[src/rtl/regfile_pkg.sv]
// Shared types and constants for the register file read stage.
package regfile_pkg;
  localparam int REG_WIDTH  = 32;
  localparam int REG_DEPTH  = 32;
  localparam int REG_ADDR_W = $clog2(REG_DEPTH);

  typedef logic [REG_ADDR_W-1:0] reg_addr_t;
  typedef logic [REG_WIDTH-1:0]  reg_data_t;

  localparam reg_data_t REG_ZERO = '0;
endpackage

[src/rtl/reg_scoreboard.sv]
// Busy-bit scoreboard: one pending-write flag per register, with a per-port hazard query.
module reg_scoreboard
  import regfile_pkg::*;
#(
  parameter int depth = REG_DEPTH,
  parameter int addrW = $clog2(depth)
) (
  input  logic             iClk,
  input  logic             nRst,
  input  logic             set_en,
  input  logic [addrW-1:0] set_addr,
  input  logic             clr_en,
  input  logic [addrW-1:0] clr_addr,
  input  logic             flush,
  input  logic [addrW-1:0] rs1,
  input  logic [addrW-1:0] rs2,
  output logic             hazard1,
  output logic             hazard2
);

  logic [depth-1:0] busy;
  logic [depth-1:0] busy_next;

  // Clear is applied before set so a younger pending writer survives an older writeback.
  always_comb begin
    busy_next = busy;
    if (clr_en) busy_next[clr_addr] = 1'b0;
    if (set_en) busy_next[set_addr] = 1'b1;
    if (flush)  busy_next = '0;
    busy_next[0] = 1'b0;
  end

  always_ff @(posedge iClk or negedge nRst) begin
    if (!nRst) busy <= '0;
    else       busy <= busy_next;
  end

  assign hazard1 = busy[rs1] & (rs1 != '0) & !(clr_en & (clr_addr == rs1));
  assign hazard2 = busy[rs2] & (rs2 != '0) & !(clr_en & (clr_addr == rs2));

endmodule

[src/rtl/reg_read_stage.sv]
// Register file read stage: storage, writeback bypass, scoreboard stall and a
// single registered operand slot toward execute.
module reg_read_stage
  import regfile_pkg::*;
#(
  parameter int width = REG_WIDTH,
  parameter int depth = REG_DEPTH,
  parameter int addrW = $clog2(depth)
) (
  input  logic             iClk,
  input  logic             nRst,
  input  logic             iRdValid,
  output logic             oRdReady,
  input  logic [addrW-1:0] iRs1,
  input  logic [addrW-1:0] iRs2,
  input  logic             iDstEn,
  input  logic [addrW-1:0] iDst,
  output logic             oOpValid,
  input  logic             iOpReady,
  output logic [width-1:0] oOp1,
  output logic [width-1:0] oOp2,
  input  logic             iWbEn,
  input  logic [addrW-1:0] iWbAddr,
  input  logic [width-1:0] iWbData,
  input  logic             iFlush
);

  logic [width-1:0] regs [depth];
  logic             hazard1;
  logic             hazard2;
  logic             accept;
  logic             wb_write;
  logic             set_en;
  logic [width-1:0] op1_sel;
  logic [width-1:0] op2_sel;

  function automatic logic [width-1:0] pick_operand(
    input logic [addrW-1:0] rs,
    input logic             wb_en,
    input logic [addrW-1:0] wb_addr,
    input logic [width-1:0] wb_data,
    input logic [width-1:0] stored
  );
    if (rs == '0)                    return width'(REG_ZERO);
    else if (wb_en && wb_addr == rs) return wb_data;
    else                             return stored;
  endfunction

  assign wb_write = iWbEn & (iWbAddr != '0);
  assign oRdReady = !iFlush & !hazard1 & !hazard2 & (!oOpValid | iOpReady);
  assign accept   = iRdValid & oRdReady;
  assign set_en   = accept & iDstEn & (iDst != '0);

  reg_scoreboard #(
    .depth (depth),
    .addrW (addrW)
  ) u_scoreboard (
    .iClk     (iClk),
    .nRst     (nRst),
    .set_en   (set_en),
    .set_addr (iDst),
    .clr_en   (wb_write),
    .clr_addr (iWbAddr),
    .flush    (iFlush),
    .rs1      (iRs1),
    .rs2      (iRs2),
    .hazard1  (hazard1),
    .hazard2  (hazard2)
  );

  always_comb begin
    op1_sel = pick_operand(iRs1, iWbEn, iWbAddr, iWbData, regs[iRs1]);
    op2_sel = pick_operand(iRs2, iWbEn, iWbAddr, iWbData, regs[iRs2]);
  end

  // Entry 0 is never written, so it stays at its reset value of zero.
  always_ff @(posedge iClk or negedge nRst) begin
    if (!nRst) begin
      for (int i = 0; i < depth; i++) regs[i] <= '0;
    end else if (wb_write) begin
      regs[iWbAddr] <= iWbData;
    end
  end

  always_ff @(posedge iClk or negedge nRst) begin
    if (!nRst) begin
      oOpValid <= 1'b0;
      oOp1     <= '0;
      oOp2     <= '0;
    end else if (iFlush) begin
      oOpValid <= 1'b0;
    end else if (accept) begin
      oOpValid <= 1'b1;
      oOp1     <= op1_sel;
      oOp2     <= op2_sel;
    end else if (iOpReady) begin
      oOpValid <= 1'b0;
    end
  end

endmodule

[config.mk]
export PLATFORM = sky130hd
export DESIGN_NAME = reg_read_stage
export DESIGN_NICKNAME = d
export VERILOG_FILES = /design/src/rtl/regfile_pkg.sv /design/src/rtl/reg_scoreboard.sv /design/src/rtl/reg_read_stage.sv
export SDC_FILE = /design/constraint.sdc
export NUM_CORES = 2
export LEC_CHECK = 0
export BUFFER_PORTS_ARGS = -buffer_cell sky130_fd_sc_hd__buf_2
export CAP_MARGIN = 20
export CORE_MARGIN = 3
export CORE_UTILIZATION = 60
export DETAILED_ROUTE_END_ITERATION = 7
export PLACE_DENSITY = 0.87
export SYNTH_ARGS = -nofsm -noshare
export SYNTH_HDL_FRONTEND = slang
export SYNTH_SLANG_ARGS = --single-unit
[constraint.sdc]
create_clock -name iClk -period 3.25 [get_ports iClk]
set_input_delay 0.65 -clock iClk [delete_from_list [all_inputs] [get_ports iClk]]
set_output_delay 0.65 -clock iClk [all_outputs]
set_load 0.01 [all_outputs]
## Yosys cells after proc, flatten, opt, wreduce, memory -nomap -nowiden

Cells that the tools add are included.

- Input bits: 59
- Latch bits: 0
- Output and inout bits: 66
- Memories kept: 0
- RAM bits: 0
- Word-level logic and storage cells: 115
- Register bits after elaboration: 1120
- Memory bits (read-only): 0

- Add/sub/neg operators: 0
- Bitwise logic cells: 21
- $mul: 0
- Muxes and demuxes: 27
- Eq/ne operators: 2
- Reductions and logical operators: 19
- Divide/modulo/power cells: 0
- Magnitude comparators: 10
- Shift-type cells: 0

Operators by type and width:

| kind | number |
|---|---|
| bitwise mux 1024 bit | 1 |
| 2-to-1 mux 32 bit | 12 |
| binary-select mux 32 bit (select 5 bit) | 2 |
| demux 32 bit (select 5 bit) | 1 |
| bitwise AND 32 bit | 1 |
| inverter 32 bit | 1 |
| OR 32 bit | 1 |
| < comparator 5 x 6 -> 1 bit (second input constant) | 4 |
| nonzero test 5 bit | 4 |
| greater-or-equal comparator 6 bit (second input constant) | 3 |
| inverter 5 -> 6 bit | 3 |
| bitwise AND 1 bit | 13 |
| binary-select mux 1 bit (select 5 bit) | 2 |
| demux 1 bit (select 5 bit) | 2 |
| == test 5 bit | 2 |
| greater-or-equal comparator 5 x 1 -> 1 bit (second input constant) | 2 |
| zero test 5 bit | 2 |
| 2-to-1 mux 1 bit | 7 |
| zero test 1 bit | 6 |
| < comparator 6 x 1 -> 1 bit (second input constant) | 1 |
| logical AND 1 bit | 5 |
| nonzero test 3 bit | 1 |
| AND reduction 2 bit | 1 |
| inverter 1 bit | 1 |
| OR 1 bit | 1 |

## Depth between registers and ports, before layout

- Word-level depth: 14
- Depth in mapped cells: 11
- Depth with buffers taken out: 6

## Modules after synthesis

From an unflattened synthesis, not the netlist that was laid out.

- Cell total of the unflattened synthesis: 4081
- Area, all modules: 59714.8 um^2

By module, submodules not included:

| module | seq. area each (um^2) | area an instance (um^2) | cells an instance | instances |
|---|---|---|---|---|
| reg_read_stage | 27251.1 | 57577.7 | 3848 | 1 |
| reg_scoreboard | 775.7 | 2137.0 | 233 | 1 |

## Worst setup path before layout

No wires, ideal clock.

- Kind: input -> output
- From: input iWbAddr[0]
- To: output oRdReady
- Arrival: 2.271 ns
- Path buffers: 3
- Required time: 2.600 ns
- Slack: 0.329 ns
- Stages on the path: 9
- Cell sequence: buf_2 > or2_2 > clkbuf_1 > nor4_1 > or3_1 > o2111ai_1 > nand2_1 > clkbuf_1 > inv_1

- Word-level cells in the longest chain between the ends: 9
- Elaborated cells between the ends (all ways): 15
- Those cells by class: 2 x eq/ne; 8 x bitwise; 5 x reduce/logical

Ends and longest elaborated chain:

| item | RTL line | RTL |
|---|---|---|
| start: declaration | reg_read_stage.sv:23 | `input logic [addrW-1:0] iWbAddr,` |
| nonzero test 5 bit | reg_read_stage.sv:49 | `assign wb_write = iWbEn & (iWbAddr != '0);` |
| bitwise AND 1 bit | reg_read_stage.sv:49 |  |
| bitwise AND 1 bit | reg_scoreboard.sv:38 | `assign hazard1 = busy[rs1] & (rs1 != '0) & !(clr_en & (clr_addr == rs1));` |
| zero test 1 bit | reg_scoreboard.sv:38 |  |
| bitwise AND 1 bit | reg_scoreboard.sv:38 |  |
| zero test 1 bit | reg_read_stage.sv:50 | `assign oRdReady = !iFlush & !hazard1 & !hazard2 & (!oOpValid \| iOpReady);` |
| bitwise AND 1 bit | reg_read_stage.sv:50 |  |
| bitwise AND 1 bit * (2 in a row) | reg_read_stage.sv:50 |  |
| end: declaration | reg_read_stage.sv:13 | `output logic oRdReady,` |

Mark *: on every way between the ends. The rest lies on a longest branch, timed or not.

## Worst setup path after layout

- From: register u_scoreboard.busy[15]
- To: output oRdReady

- Word-level cells in the longest chain between the ends: 8
- Elaborated cells between the ends (all ways): 13
- Those cells by class: 4 x mux; 7 x bitwise; 2 x reduce/logical

Ends and longest elaborated chain:

| item | RTL line | RTL |
|---|---|---|
| start: declaration | reg_scoreboard.sv:21 | `logic [depth-1:0] busy;` |
| start signal: assignment | reg_scoreboard.sv:35 | `else busy <= busy_next;` |
| binary-select mux 1 bit (select 5 bit) | reg_scoreboard.sv:38 |  |
| 2-to-1 mux 1 bit (implied by the code) | reg_scoreboard.sv:38 |  |
| bitwise AND 1 bit (2 in a row) | reg_scoreboard.sv:38 |  |
| zero test 1 bit | reg_read_stage.sv:50 |  |
| bitwise AND 1 bit | reg_read_stage.sv:50 |  |
| bitwise AND 1 bit * (2 in a row) | reg_read_stage.sv:50 |  |

Mark *: on every way between the ends. The rest lies on a longest branch, timed or not. The select of a mux whose other input is x is not followed.

==> metrics.md <==
| Metric | Value |
|---|---|
| Outcome | `finished, final reports clean` |
| Clock Root Buffer | `clkbuf_16` |
| Growth of design area from synthesis to finish | `12.0%` |
| Count leader, synth | `dfrtp_1` |
| Row cnt | `114` |
| Via/cell ratio | `7.50` |
| Transition at the pin with the smallest max-transition slack | `0.963 ns` |
| Cells along the critical path | `mux4_2 -> mux2i_1 -> mux2i_1 -> o2111ai_2 -> nand2_2 -> inv_2 -> buf_6` |
| Die X-Extent | `319 microns` |
| Number of pins with negative max-slew slack in the final report | `0` |
| Clk sinks | `1120` |
| Classification of the worst setup path | `register to output pin` |
| Length of the first detailed-routing pass in iterations | `6` |
| Insertion delay to the later sink of the worst-skew pair | `0.72 ns` |
| Count of unique library cells instantiated by Yosys | `52` |
| Via count of the first global-routing pass | `40.8k` |
| Number of warnings printed during yosys synthesis | `0` |
| Share of the synthesized area in compound gates (AO/OA/AOI/OAI) | `0.0269` |
| Highest clock frequency the design can meet | `0.312 GHz` |
| Dominant synthesized flop cell | `dfrtp_1` |
| CTS clk-pin slew, worst paths | `0.06 ns` |
| GRT Total Usage | `0.353` |
| HPWL Detailed | `107 mm` |
| Mean cell area of the mapped netlist | `15.7 sq um` |
| Post-layout utilization of the core | `0.680` |
| Core Area | `0.0970 sq mm` |
| Post-synth top area cell | `dfrtp_1` |
| Number of synthesized flops with an enable pin | `0` |
| Asr flop ratio synth | `1.00` |
| Max-Cap Viols | `0` |
| Number of buffers on the longest clock path | `3` |
| Finish-stage setup viols | `0` |
| Area of all placed cells without fillers | `0.0660 sq mm` |
| Max-Slew Margin vs Limit | `0.355` |
| Unrepaired setup endpoints after global routing | `yes` |
| Total wire length after detailed routing | `178 mm` |
| Cell Pwr Density | `621 mW/mm^2` |
| Top-Level Pins | `125` |
| Share of synthesized area occupied by flip-flops and latches | `0.476` |
| Post-synthesis cell area | `0.0589 sq mm` |
| Kind of start point of the critical path | `register` |
| Type of the tightest min-delay check | `primary input to register` |
| Fraction of layout instances using a drive strength above 1 | `0.577` |
| CP Capture Type | `output pin` |
| Number of antenna violations at the first check in global routing | `12` |
| IO Port Bufs | `124` |
| Most frequent cells after synthesis | `1120 x dfrtp_1, 1052 x mux2_2, 606 x mux4_2, 268 x clkbuf_1, 101 x nand2_1` |
| Register bit count reported by yosys | `1120` |
| Min Tclk post-route | `3.20 ns` |
| Die area | `0.102 sq mm` |
| Most area-consuming cells after synthesis | `dfrtp_1 48%, mux4_2 23%, mux2_2 20%` |
| Count of unresolved DRC violations after routing | `0` |
| Placed inst area | `0.0622 sq mm` |
| Portion of the clock cycle consumed by the worst path in the final layout | `0.985` |
| Post-Route Hold Slack | `0.303 ns` |
| Crit-path max cell delay | `0.47 ns` |
| # nets final | `3839` |
| Clock tree from TritonCTS | `built` |
| Total global routing overflow | `0` |
| Share of synthesized area spent on multiplexers | `0.442` |
| Drt first-iter violations | `5317` |
| TritonCTS buffer count | `111` |
| Die height | `319 microns` |
| Initial Util | `0.607` |
| Pwr Total | `0.0410 W` |
| Combinational family with the most area after synthesis | `multiplexers` |
| Xor and xnor fraction of the mapped netlist area | `0.00149` |
| Largest net degree at the start of global routing | `113` |
| Post-synthesis share of cell area spent on full adders, half adders and majority gates | `0` |
| Pleak | `28.5 nW` |
| Most repeated library cell on the critical path | `mux2i_1` |
| Wire length of the first global-routing pass | `267 mm` |
| Worst clock skew | `0.0425 ns` |
| Count of final hold-check violations | `0` |
| Peak supply drop | `0.421 mV` |
| Number of nets in the synthesized netlist | `3812` |
| Routed vias | `38.6k` |
| Portion of synthesized cell area occupied by the leading cell type | `0.476` |
| Final worst setup slack | `0.0479 ns` |
| Library cell contributing the largest single delay on the critical path | `mux4_2` |
| Detailed-route wire length per cell | `34.5 microns` |
| Mapped Cells | `3753` |
| Required arrival time at the worst endpoint | `2.60 ns` |
| Post-detailed-route count of antenna-violating nets | `0` |
| Max Fanout on Critical Path | `3` |
| Simple logic cell fraction of the synthesized area | `0.0213` |
| Pre-CTS setup slack | `0.137 ns` |
| H-tree levels | `3` |
| Final Wtd Congestion | `0.900` |
| Worst Path Arrival | `2.55 ns` |
-- what timing repair did --
item                       CTS  global route
setup endpoints to repair    1             1
setup buffers                0             1
resized for setup            1             3
hold buffers                 1             0
hold endpoints to repair    36             0
pin swaps                    0             2
-- cells by family after synthesis --
logic type	after synthesis
AOI/OAI and AO/OA	217
xor gates and xnor gates	10
buffers and inverters	451
DFF	1120
muxes	1710
and+or+nand+nor	245
-- where the power goes --
part	total (W)	internal (W)	switching, W
logic	0.00876	0.00531	0.00345
registers	0.0189	0.0166	0.00225
clock network	0.0133	0.00774	0.00558
total	0.0410	0.0297	0.0113
-- path summary, 6_finish.rpt --
path	end	slack (ns)	from	depth (start not counted)
worst min-delay path	oOpValid	0.30	iOpReady	3
worst max register to register	oOp2[2]	0.68	u_scoreboard.busy[3]	8
min in group asynchronous	regs[454]	0.47	nRst	2
max in group asynchronous	regs[80]	1.75	nRst	4
worst min register to register	regs[999]	0.40	regs[999]	0
worst max-delay path	oRdReady	0.05	u_scoreboard.busy[15]	7
-- per-layer routing --
| layer | up-vias | part of all wire | global-route usage |
|---|---|---|---|
| li1 | 14600 | - | - |
| met1 | 20300 | 0.35 | 0.459 |
| met2 | 2959 | 0.46 | 0.529 |
| met3 | 742 | 0.13 | 0.117 |
| met4 | 10 | 0.065 | 0.193 |
| met5 | - | 0.00035 | 0 |
-- sequential cells by signal, summed over array words and instances (netlist names) --
| signal | flops |
|---|---|
| oOp2 | 32 |
| oOpValid | 1 |
| u_scoreboard.busy | 31 |
| regs | 1024 |
| oOp1 | 32 |
-- stage by stage --
stage / std cells / setup TNS (ns)
floorplan: 3753 / 0
global placement: 4940 / 0
detailed placement: 4941 / 0
CTS: 5145 / 0
global route: 5147 / -0.0201
finish: 5152 / 0
-- placed cells by master (no fill, tap or decap), drive strengths merged, types with 14 or more instances in the layout --
cell | synthesis | layout
dfrtp | 1120 | 1120
a22o | 23 | 23
o22ai | 18 | 18
a211oi | 14 | 14
nand3b | 15 | 15
buf | 159 | 340
inv | 23 | 25
a22oi | 36 | 36
a221oi | 23 | 23
nor2b | 25 | 25
clkinv | 1 | 25
clkbuf | 268 | 164
mux4 | 607 | 607
mux2i | 51 | 51
o211ai | 14 | 14
a21oi | 28 | 28
o21ai | 14 | 14
mux2 | 1052 | 1052
nand2 | 101 | 101
nor2 | 34 | 34
or3b | 16 | 16
o31ai | 20 | 20
-- critical path, delay by kind of cell, from the launching register on --
kind	cells	cell delay (ns)
AOI/OAI and AO/OA	1	0.31
buffers and inverters	2	0.17
DFF	1	0.40
muxes	3	0.83
and+or+nand+nor	1	0.13
-- layout make-up --
class,instances,area (sq um)
clock buffer,164,3240
clock inverter,39,494
antenna,6,15.0
inverter,24,90.1
tap,1276,1600
timing repair buffer,341,3350
fill,6015,31000
multi-input combinational,2182,29200
sequential,1120,28000
Note: power is estimated with default switching activity, not from simulation.
